==> src/rtl/serial_twenty_bit_adder_pkg.sv <==
// Shared constants and state encoding for the multi-cycle serial adder.
// Holds the default geometry, slice-count helpers and the FSM state type.
package serial_twenty_bit_adder_pkg;

  localparam int DEF_WIDTH = 20;
  localparam int DEF_BPC   = 4;
  localparam int SLICES    = DEF_WIDTH / DEF_BPC;

  typedef enum logic [1:0] {
    IDLE = 2'd0,
    RUN  = 2'd1,
    DONE = 2'd2
  } state_t;

  // Counter width, kept at least one bit so a single-slice build still has a counter.
  function automatic int cnt_width(input int slices);
    return (slices > 1) ? $clog2(slices) : 1;
  endfunction

  localparam int CNT_W = cnt_width(SLICES);

endpackage

==> src/rtl/serial_twenty_bit_adder_slice_adder.sv <==
// Ripple-carry slice built from full_adder cells; also reports the carry into
// its MSB so the top level can derive signed overflow on the final slice.
module full_adder (
  input  logic x,
  input  logic y,
  input  logic ci,
  output logic s,
  output logic co
);
  assign s  = x ^ y ^ ci;
  assign co = (x & y) | (ci & (x ^ y));
endmodule

module slice_adder #(
  parameter int BITS = 4
) (
  input  logic [BITS-1:0] x,
  input  logic [BITS-1:0] y,
  input  logic            ci,
  output logic [BITS-1:0] s,
  output logic            co,
  output logic            c_msb
);
  logic [BITS:0] c;

  assign c[0] = ci;

  for (genvar i = 0; i < BITS; i++) begin : g_fa
    full_adder u_fa (
      .x  (x[i]),
      .y  (y[i]),
      .ci (c[i]),
      .s  (s[i]),
      .co (c[i+1])
    );
  end

  assign co    = c[BITS];
  assign c_msb = c[BITS-1];
endmodule

==> src/rtl/serial_twenty_bit_adder.sv <==
// Multi-cycle adder: sums BITS_PER_CYCLE bits per clock from the LSB slice up,
// with a start/busy/done handshake and results held until the next start.
module serial_twenty_bit_adder
  import serial_twenty_bit_adder_pkg::*;
#(
  parameter int WIDTH          = DEF_WIDTH,
  parameter int BITS_PER_CYCLE = DEF_BPC
) (
  input  logic             clk,
  input  logic             rst,
  input  logic             start,
  input  logic [WIDTH-1:0] a,
  input  logic [WIDTH-1:0] b,
  input  logic             cin,
  output logic             busy,
  output logic             done,
  output logic [WIDTH-1:0] sum,
  output logic             cout,
  output logic             overflow
);
  localparam int N  = WIDTH / BITS_PER_CYCLE;
  localparam int CW = cnt_width(N);
  localparam logic [CW-1:0] LAST = CW'(N - 1);

  if ((WIDTH % BITS_PER_CYCLE) != 0) begin : g_bad_geometry
    $error("BITS_PER_CYCLE must divide WIDTH evenly");
  end

  // Handshake: start is honoured only in IDLE or DONE; busy is high in RUN;
  // done is a one-cycle pulse, and sum/cout/overflow stay valid from done
  // until the next accepted start.
  state_t              state_q;
  logic [CW-1:0]       cnt_q;
  logic                carry_q;
  logic [WIDTH-1:0]    a_q, b_q;
  logic [WIDTH-1:0]    sum_q;
  logic                cout_q, ovf_q, busy_q, done_q;

  logic [BITS_PER_CYCLE-1:0] slice_s;
  logic                      slice_co, slice_cmsb;

  slice_adder #(.BITS(BITS_PER_CYCLE)) u_slice (
    .x     (a_q[cnt_q*BITS_PER_CYCLE +: BITS_PER_CYCLE]),
    .y     (b_q[cnt_q*BITS_PER_CYCLE +: BITS_PER_CYCLE]),
    .ci    (carry_q),
    .s     (slice_s),
    .co    (slice_co),
    .c_msb (slice_cmsb)
  );

  always_ff @(posedge clk) begin
    if (rst) begin
      state_q <= IDLE;
      cnt_q   <= '0;
      carry_q <= 1'b0;
      a_q     <= '0;
      b_q     <= '0;
      sum_q   <= '0;
      cout_q  <= 1'b0;
      ovf_q   <= 1'b0;
      busy_q  <= 1'b0;
      done_q  <= 1'b0;
    end else begin
      case (state_q)
        IDLE, DONE: begin
          done_q <= 1'b0;
          if (start) begin
            a_q     <= a;
            b_q     <= b;
            carry_q <= cin;
            cnt_q   <= '0;
            busy_q  <= 1'b1;
            state_q <= RUN;
          end else begin
            busy_q  <= 1'b0;
            state_q <= IDLE;
          end
        end
        RUN: begin
          sum_q[cnt_q*BITS_PER_CYCLE +: BITS_PER_CYCLE] <= slice_s;
          carry_q <= slice_co;
          if (cnt_q == LAST) begin
            // The final slice's internal carry into its MSB is the carry into bit WIDTH-1.
            cout_q  <= slice_co;
            ovf_q   <= slice_cmsb ^ slice_co;
            busy_q  <= 1'b0;
            done_q  <= 1'b1;
            state_q <= DONE;
          end else begin
            cnt_q <= cnt_q + CW'(1);
          end
        end
        default: begin
          busy_q  <= 1'b0;
          done_q  <= 1'b0;
          state_q <= IDLE;
        end
      endcase
    end
  end

  assign busy     = busy_q;
  assign done     = done_q;
  assign sum      = sum_q;
  assign cout     = cout_q;
  assign overflow = ovf_q;

endmodule
==> config.mk <==
export PLATFORM = sky130hd
export DESIGN_NAME = serial_twenty_bit_adder
export DESIGN_NICKNAME = d
export VERILOG_FILES = /design/src/rtl/serial_twenty_bit_adder_pkg.sv /design/src/rtl/serial_twenty_bit_adder_slice_adder.sv /design/src/rtl/serial_twenty_bit_adder.sv
export SDC_FILE = /design/constraint.sdc
export NUM_CORES = 1
export LEC_CHECK = 0
export CAP_MARGIN = 30
export CELL_PAD_IN_SITES_DETAIL_PLACEMENT = 1
export CELL_PAD_IN_SITES_GLOBAL_PLACEMENT = 2
export CORE_MARGIN = 2
export CORE_UTILIZATION = 28
export DETAILED_ROUTE_END_ITERATION = 8
export PLACE_DENSITY = 0.86
export SETUP_SLACK_MARGIN = 0.02
export SYNTH_ARGS = -nofsm -noshare
export SYNTH_HDL_FRONTEND = slang
export SYNTH_SLANG_ARGS = --single-unit
==> constraint.sdc <==
create_clock -name clk -period 2.9 [get_ports clk]
set_input_delay 0.725 -clock clk [delete_from_list [all_inputs] [get_ports clk]]
set_output_delay 0.725 -clock clk [all_outputs]
set_load 0.005 [all_outputs]
Word level (Yosys, flattened, before mapping)
Cells that the tools add are included.
{ "totals": {"output_inout_bits": 24, "in_bits": 44, "reg_bits": 70} }
{ "classes": {"add_sub_neg": 2, "n_eq_ne": 6, "shifts": 4, "n_mux": 12, "reduce_logical": 8, "bitwise_logic": 22} }
{ "op_table": {"columns": ["cell", "n"], "rows": [
  ["$shiftx A20 B6 Y4", 2],
  ["$neg A5 Y34", 1],
  ["$shift A4 B34 Y20 const A", 1],
  ["$shiftx A4 B34 Y20", 1],
  ["$bwmux W20", 1],
  ["$xor A1 B1 Y1", 9],
  ["$and A1 B1 Y1", 8],
  ["$mux W3", 2],
  ["$ne A2 B2 Y1 const B", 3],
  ["$pmux W3 S2", 1],
  ["$reduce_and A2 Y1", 3],
  ["$mux W1", 4],
  ["$or A1 B1 Y1", 4],
  ["$pmux W1 S2", 2],
  ["$pmux W2 S2", 1],
  ["$reduce_or A2 Y1", 2],
  ["$add A3 B1 Y3 const B", 1],
  ["$eq A3 B3 Y1 const B", 1],
  ["$reduce_and A3 Y1", 1],
  ["$eq A2 B1 Y1 const B", 1],
  ["$eq A2 B2 Y1 const B", 1],
  ["$logic_not A2 Y1", 1],
  ["$mux W2", 1],
  ["$reduce_bool A2 Y1", 1],
  ["$not A1 Y1", 1]
]} }

Logic depth before layout (Yosys ltp)
Gate-level depths: netlist (run 1).
{ "depth": {"depth_word": 11, "mapped_depth": 12, "ltp_nobuf": 11} }

Cells and area by module
Synthesis (run 1) repeated with hierarchy kept, for this count alone.
{ "unflattened": {"cells_unflattened": 359, "area_unflattened_um2": 3213.1} }
{ "modules_own_cells": {"columns": ["module", "area_each_um2", "n_inst", "cells_per_inst", "seq_area_each_um2"], "rows": [
  ["serial_twenty_bit_adder", 3133.0, 1, 355, 1401.3],
  ["full_adder", 20.0, 4, 1, 0.0]
]} }

Least setup slack after synthesis (run 1)
OpenSTA, ideal clock, no wires.
{ "synth_timing": {"path_kind": "register -> register", "start": "reg cnt_q[0]", "end": "reg sum_q[19], in the netlist sum[19]", "synth_period_minus_slack_ps": 3158, "setup_ps": 72, "t_arrival_ps": 3087, "stages_incl_launch_ff": 13, "n_path_buf": 2, "t_required_ps": 2828, "path_slack_ps": -258, "path_cell_list": "dfxtp_1 -> buf_6 -> buf_6 -> mux4_2 -> a22oi_1 -> fa_1 -> fa_1 -> inv_1 -> fa_1 -> fa_1 -> nor2b_1 -> nand2_1 -> mux2i_1"} }
{ "synth_between": {"elab_chain_cells": 11, "word_cells_on_any_way": 23, "cone_classes": "add/sub: 1; shift: 4; mux: 1; bitwise: 17"} }
{ "synth_rtl": {"columns": ["item", "line_no", "rtl"], "rows": [
  ["start: declaration", "serial_twenty_bit_adder.sv:33", "logic [CW-1:0] cnt_q;"],
  ["start signal: assignment", "serial_twenty_bit_adder.sv:90", "cnt_q <= cnt_q + CW'(1);"],
  ["$shiftx A20 B6 Y4, on equally long branches", "serial_twenty_bit_adder.sv:43, serial_twenty_bit_adder.sv:44", null],
  ["$xor A1 B1 Y1", "serial_twenty_bit_adder_slice_adder.sv:10, serial_twenty_bit_adder_slice_adder.sv:11", null],
  ["$and A1 B1 Y1", "serial_twenty_bit_adder_slice_adder.sv:11", "assign co = (x & y) | (ci & (x ^ y));"],
  ["$or A1 B1 Y1", "serial_twenty_bit_adder_slice_adder.sv:11", null],
  ["$and A1 B1 Y1", "serial_twenty_bit_adder_slice_adder.sv:11", null],
  ["$or A1 B1 Y1", "serial_twenty_bit_adder_slice_adder.sv:11", null],
  ["$and A1 B1 Y1", "serial_twenty_bit_adder_slice_adder.sv:11", null],
  ["$or A1 B1 Y1", "serial_twenty_bit_adder_slice_adder.sv:11", null],
  ["$xor A1 B1 Y1", "serial_twenty_bit_adder_slice_adder.sv:10", "assign s = x ^ y ^ ci;"],
  ["$shiftx A4 B34 Y20", "serial_twenty_bit_adder.sv:80", "sum_q[cnt_q*BITS_PER_CYCLE +: BITS_PER_CYCLE] <= slice_s;"],
  ["$bwmux W20 (*)", "serial_twenty_bit_adder.sv:80", null],
  ["end signal: indexed assignment", "serial_twenty_bit_adder.sv:80", null],
  ["end: declaration", "serial_twenty_bit_adder.sv:36", "logic [WIDTH-1:0] sum_q;"]
]} }
Every way passes the cells marked *; elsewhere a longest branch is shown, timed or not.
A chain may end at the register's enable or synchronous reset.

Worst setup path in the final report (run 1)
Same ends and word-level chain as after synthesis.

==> results of run 1 <==
## metal layers
metal	vias up	share of wire (%)	track usage, %
li1	1339	-	-
met1	1257	44	16.6
met2	57	50	23.9
met3	14	3.9	3.40
met4	0	2.2	6.02
met5	-	0	0
## cell usage after synthesis, types with 2 or more instances
master / count / area, sq um
a21oi_1: 47 / 235
a22o_1: 4 / 35.0
a22oi_1: 4 / 30.0
a311oi_1: 3 / 26.3
and4bb_2: 3 / 37.5
buf_2: 13 / 65.1
buf_6: 2 / 22.5
clkbuf_1: 6 / 22.5
dfxtp_1: 70 / 1400
fa_1: 4 / 80.1
ha_1: 7 / 87.6
inv_1: 4 / 15.0
mux2i_1: 18 / 180
mux4_1: 5 / 131
mux4_2: 3 / 67.6
nand2_1: 99 / 372
nand2b_1: 17 / 106
nand3_1: 3 / 15.0
nor2_1: 7 / 26.3
nor2b_1: 2 / 12.5
nor3_1: 2 / 10.0
nor3_4: 3 / 48.8
nor3b_1: 2 / 15.0
nor3b_4: 3 / 56.3
nor4b_4: 2 / 47.6
o21ai_0: 2 / 10.0
or4b_1: 2 / 20.0
xnor2_1: 2 / 17.5
## stage by stage
| step | area, sq um | setup TNS, ns | hold slack [ns] | instances | worst slack, ns |
|---|---|---|---|---|---|
| detailed placement | 4170 | -0.120 | 0.445 | 553 | -0.0686 |
| global placement | 4170 | 0 | 0.446 | 553 | 0.0538 |
| global route | 4510 | -0.664 | 0.475 | 569 | -0.174 |
| floorplan | 3340 | -0.164 | 0.432 | 350 | -0.0494 |
| finish | 4510 | -0.102 | 0.450 | 569 | -0.0517 |
| CTS | 4510 | -0.171 | 0.453 | 569 | -0.0648 |
## cell type report
| type | count | area (sq um) |
|---|---|---|
| Clock buffer | 10 | 239 |
| Clock inverter | 6 | 93.8 |
| Fill cell | 1308 | 6960 |
| Inverter | 5 | 18.8 |
| Multi-Input combinational cell | 254 | 1800 |
| Sequential cell | 70 | 1410 |
| Tap cell | 143 | 179 |
| Timing Repair Buffer | 81 | 771 |
## where the power goes
group | total [mW] | internal (mW) | switching, mW
clock | 1.21 | 0.782 | 0.431
sequential | 1.04 | 1.01 | 0.0319
combinational | 0.329 | 0.166 | 0.163
## critical path, stage by stage (launching register included)
cell	delay (ns)
dfxtp_4	0.39
mux4_2	0.52
a22oi_2	0.17
fa_2	0.24
fa_2	0.21
inv_2	0.04
fa_2	0.34
fa_1	0.54
nor2b_4	0.19
nand2_1	0.07
mux2i_1	0.17
## logic make-up after synthesis
kind of cell | count (synthesis)
simple gates | 154
flops | 70
compound gates | 60
buf+inv | 26
mux | 26
fa+ha+maj | 11
xor+xnor | 3
## worst paths after layout
check	from	endpoint	slack, ns
setup / recovery	cnt_q[0]	sum[19]	-0.05
hold / removal	a_q[2]	a_q[2]	0.45
setup reg to reg	cnt_q[0]	sum[19]	-0.05
hold reg to reg	a_q[2]	a_q[2]	0.45
## sequential cells by signal (all words and copies together) (netlist names)
register and cells:
a_q 20, b_q 20, sum 20, cnt_q 3
state_q 2, busy 1, carry_q 1, cout 1
done 1, overflow 1
## timing repair
item | 4_1_cts | 5_1_grt
resized for setup | 5 | 0
pin swaps | 1 | 2
setup endpoints to repair | 9 | 8
==> metrics.md, run 1 <==
| Metric | Value |
|---|---|
| Cell variety after synth | `39` |
| R2R cell count | `10` |
| Cts bufs inserted | `9` |
| CTS tree | `built` |
| Post-route setup slack | `-0.0517 ns` |
| Period utilization | `102%` |
| IO buf count | `67` |
| Relative slew slack | `44.2%` |
| Vias/cell | `4.69` |
| Largest family of logic cells by synthesized area | `simple AND/OR/NAND/NOR gates` |
| FP Rows | `39` |
| Clk sinks | `70` |
| Die H | `113 um` |
| Antenna violations before repair | `0` |
| DR WL/cell | `15.0 um` |
| CP max FO | `6` |
| Unrepaired setup endpoints after global routing | `true` |
| Syn-to-layout area delta | `36.5%` |
| Largest net degree at the start of global routing | `48` |
| Worst-case clock buffer depth | `2` |
| First-pass GRT wire length | `13,800 um` |
| Final HPWL DP | `6300 um` |
| Drt drc | `0` |
| Ys flop type | `dfxtp_1` |
| Post-synth EDFFs | `0` |
| Chip Width | `113 um` |
| Postcts setup bufs | `0` |
| Ys Warns | `0` |
| Adder-Cell Fraction of Synth Area | `5.07%` |
| H-tree Lvls | `3` |
| Mapped cell area | `3300 sq um` |
| Vias in the first global route | `2,791` |
| Synth Area in Simple Gates | `26.2%` |
| Vias | `2,667` |
| Worst-Margin Slew | `0.838 ns` |
| Routed WL | `8520 um` |
| Die area | `12,700 sq um` |
| Final clock skew | `0.00539 ns` |
| Total power | `2.58 mW` |
| Pleak | `1.70 nW` |
| Async SR Flop Fraction | `0%` |
| Required @ worst endpoint | `3.16 ns` |
| Post-Syn Area per Cell | `9.44 sq um` |
| Initial drt markers | `84` |
| Status | `complete, but fails checks` |
| ANT cells | `0` |
| Clock slew at reported path FFs | `0.06 ns` |
| Post-route ant nets | `0` |
| Fmax | `0.339 GHz` |
| Mux cell area share after synthesis | `11.5%` |
| Crit path DAT | `3.21 ns` |
| P per Cell Area | `572 nW/um^2` |
| Min cycle time layout | `2.95 ns` |
| Crit Path Category | `register to register` |
| Sequential share of the synthesized area | `42.4%` |
| Syn Inst Count | `350` |
| Nets@finish | `476` |
| Net count after synthesis | `405` |
| XOR/XNOR Fraction of Synth Area | `0.795%` |
| Core Box Area | `11,500 sq um` |
| Worst-case vdd ir drop | `0.000254 V` |
| GRT overflow | `0` |
| Latest clock arrival within the worst-skew pair | `0.34 ns` |
| Number of max-cap violations | `0` |
| Final core utilization | `39.3%` |
| IO Count | `68` |
| CP Launch Type | `register` |
| Compound-Gate Fraction of Synth Area | `10.2%` |
| Pre-Repair DR Iteration Count | `4` |
| Hold path cells | `2` |
| Final setup violation count | `3` |
| Most frequent cells in the layout | `99 x nand2_1, 68 x dfxtp_1, 66 x clkdlybuf4s50_1, 47 x a21oi_1, 18 x mux2i_1` |
| Yosys reg bits | `70` |
| CP endpoint kind | `register` |
| # hold bufs at CTS | `0` |
| Commonest non-fill, non-tap cell in the layout | `nand2_1` |
| Hold/Removal Path Class | `register to register` |
| Starting density of the core | `28.8%` |
| CTS Root Cell | `clkbuf_16` |
| Placer Congestion | `0.775` |
| Fraction of layout cells with a size suffix above 1 | `14.3%` |
| All-layer global routing usage | `14.0%` |
| Failing checks | `setup timing` |
| Hold Fails Final Rpt | `0` |
| Final Slew Violations | `0` |
Note: power is estimated with default switching activity, not from simulation.
==> run 2, diff against run 1 <==
Settings changed: SETUP_SLACK_MARGIN 0.02 to 0.2, SKIP_LAST_GASP set to 1.
==> run 2 against run 1 <==
Net effect:
- global-route usage decreased by 0.20 points
- critical path type unchanged
- largest power group unchanged
- die area unchanged
- sequential power about the same
- critical endpoint is now sum[7]
- utilization increased by 0.087 points
- non-clock buffer count increased by 2
- the run still ends with setup timing left
==> metrics.md, run 2 (synthesis gave the netlist of run 1 again) <==
| Metric | Value |
|---|---|
| Worst hold slack | `0.452 ns (+0.00277 ns)` |
| Clk sinks | `70 (unchanged)` |
| Die H | `113 um (unchanged)` |
| Fraction of layout cells with a size suffix above 1 | `15.2% (+0.87 points)` |
| CTS Root Cell | `clkbuf_16` |
| Vias/cell | `4.67 (-0.42%)` |
| R2R cell count | `10 (unchanged)` |
| Worst-case clock buffer depth | `2 (unchanged)` |
| Period utilization | `101% (-1.2 points)` |
| Nets@finish | `478 (+0.42%)` |
| IO Count | `68 (unchanged)` |
| IO buf count | `67 (unchanged)` |
| H-tree Lvls | `3 (unchanged)` |
| Clock slew at reported path FFs | `0.06 ns (about the same)` |
| Hold Fails Final Rpt | `0 (unchanged)` |
| Largest net degree at the start of global routing | `44 (-8.3%)` |
| Drt drc | `0 (unchanged)` |
| Crit path DAT | `3.17 ns (-0.04 ns)` |
| Status | `complete, but fails checks` |
| GRT overflow | `0 (unchanged)` |
| ANT cells | `0 (unchanged)` |
| All-layer global routing usage | `13.8% (-0.20 points)` |
| Hold/Removal Path Class | `register to register` |
| R2r endpoint | `sum[7]` |
| FP Rows | `39 (unchanged)` |
| Worst-Margin Slew | `0.469 ns (-0.369 ns)` |
| WHS Endpoint | `a_q[6]` |
| Final clock skew | `0.00838 ns (+0.00299 ns)` |
| Initial drt markers | `61 (-27%)` |
| Most frequent cells in the layout | `99 x nand2_1, 67 x dfxtp_1, 66 x clkdlybuf4s50_1, 46 x a21oi_1, 18 x mux2i_1` |
| Final HPWL DP | `6220 um (-1.4%)` |
| Unrepaired setup endpoints after global routing | `true` |
| Total power | `2.55 mW (-0.97%)` |
| Pre-Repair DR Iteration Count | `4 (unchanged)` |
| Chip Width | `113 um (unchanged)` |
| Vias | `2,665 (-0.075%)` |
| P per Cell Area | `565 nW/um^2 (-1.2%)` |
| Relative slew slack | `68.7% (+25 points)` |
| DR WL/cell | `14.5 um (-2.9%)` |
| Worst-case vdd ir drop | `0.000259 V (+1.8%)` |
| Failing checks | `setup timing` |
| Post-route setup slack | `-0.0156 ns (+0.0361 ns)` |
| Placed cell area | `4180 sq um (+0.39%)` |
| Syn-to-layout area delta | `36.8%` |
| Vias in the first global route | `2,769 (-0.79%)` |
| Antenna violations before repair | `0 (unchanged)` |
| Post-route cell area | `4520 sq um (+0.22%)` |
| Reg-to-reg setup timing slack | `-0.02 ns (+0.04 ns)` |
| CTS tree | `built` |
| Latest clock arrival within the worst-skew pair | `0.34 ns (about the same)` |
| Number of max-cap violations | `0 (unchanged)` |
| CP Launch Type | `register` |
| Worst Min Path Start | `a_q[6]` |
| CP max FO | `7 (+1)` |
| Placer Congestion | `0.797 (+2.8%)` |
| Crit Path Category | `register to register` |
| CP endpoint kind | `register` |
| Pleak | `1.70 nW (+0.24%)` |
| Starting density of the core | `28.8% (unchanged)` |
| First-pass GRT wire length | `13,800 um (-0.30%)` |
| Reg2Reg Launch Point | `cnt_q[0]` |
| Final setup violation count | `2 (-1)` |
| Post-route ant nets | `0 (unchanged)` |
| Commonest non-fill, non-tap cell in the layout | `nand2_1` |
| Die area | `12,700 sq um (unchanged)` |
| Min cycle time layout | `2.92 ns (-0.0361 ns)` |
| Routed WL | `8300 um (-2.6%)` |
| Core Box Area | `11,500 sq um (unchanged)` |
| Cts bufs inserted | `9 (unchanged)` |
| Required @ worst endpoint | `3.15 ns (about the same)` |
| Final Slew Violations | `0 (unchanged)` |
| Final core utilization | `39.4% (+0.087 points)` |
| Fmax | `0.343 GHz (+1.2%)` |
| Hold path cells | `2 (unchanged)` |
| Postcts setup bufs | `0 (unchanged)` |
-- run 2: cell types whose count changed in the layout (fill, tap and decap cells not counted), sizes merged --
cell / previous run / this run
clkinvlp: 1 / 2
clkbuf: 10 / 9
buf: 15 / 17
-- run 2: area by class of cell --
type,instances,area [sq um]
fill,1313,6950
multi-input combinational,254,1810
sequential,70,1410
timing repair buffer,83,786
clock buffer,9,225
tap,143,179
clock inverter,7,97.6
inverter,5,18.8
-- run 2: report_power, final --
| group | total, mW | switching, mW | leakage (nW) | internal (mW) |
|---|---|---|---|---|
| sequential | 1.04 | 0.0315 | 0.573 | 1.01 |
| combinational | 0.328 | 0.161 | 0.978 | 0.167 |
| clock | 1.19 | 0.433 | 0.152 | 0.755 |
| total | 2.55 | 0.626 | 1.70 | 1.93 |
-- run 2: worst max path at each step --
| stage | startpoint | endpoint | slack (ns) | depth (start not counted) |
|---|---|---|---|---|
| 6_report | cnt_q[0] | sum[7] | -0.02 | 10 |
| 5_1_grt | cnt_q[0] | sum[7] | -0.17 | 10 |
| 4_1_cts | cnt_q[0] | sum[19] | -0.04 | 10 |
| 3_5_place_dp | cnt_q[0] | sum[19] | -0.07 | 10 |
| 3_3_place_gp | cnt_q[0] | sum[19] | 0.04 | 10 |
| 2_1_floorplan | cnt_q[0] | sum[19] | -0.05 | 12 |
-- run 2: worst max-delay path, cell delays in order (launching register included) --
cell     delay [ns]
dfxtp_4        0.40
mux4_2         0.51
a22oi_2        0.17
fa_2           0.24
fa_2           0.19
inv_2          0.04
fa_2           0.34
fa_1           0.54
nor2b_4        0.19
nand2_1        0.06
mux2i_1        0.15
-- run 2: timing repair --
action,CTS,global route
gates resized for setup,1,5
hold buffers,0,0
endpoints found under the setup margin,12,12
-- run 2: stage by stage --
stage               instances  TNS (ns)  setup WS [ns]
global route              571    -0.696         -0.170
finish                    571   -0.0210        -0.0156
global placement          555         0         0.0415
floorplan                 350    -0.164        -0.0494
CTS                       571   -0.0731        -0.0443
detailed placement        555    -0.168        -0.0735
-- run 2: routing by layer --
metal	wire length (um)	up-vias	global-route usage, %
met1	3620	1249	16.4
met4	107	0	4.07
met2	4190	61	23.9
li1	-	1348	-
met3	375	7	4.05
met5	0	-	0
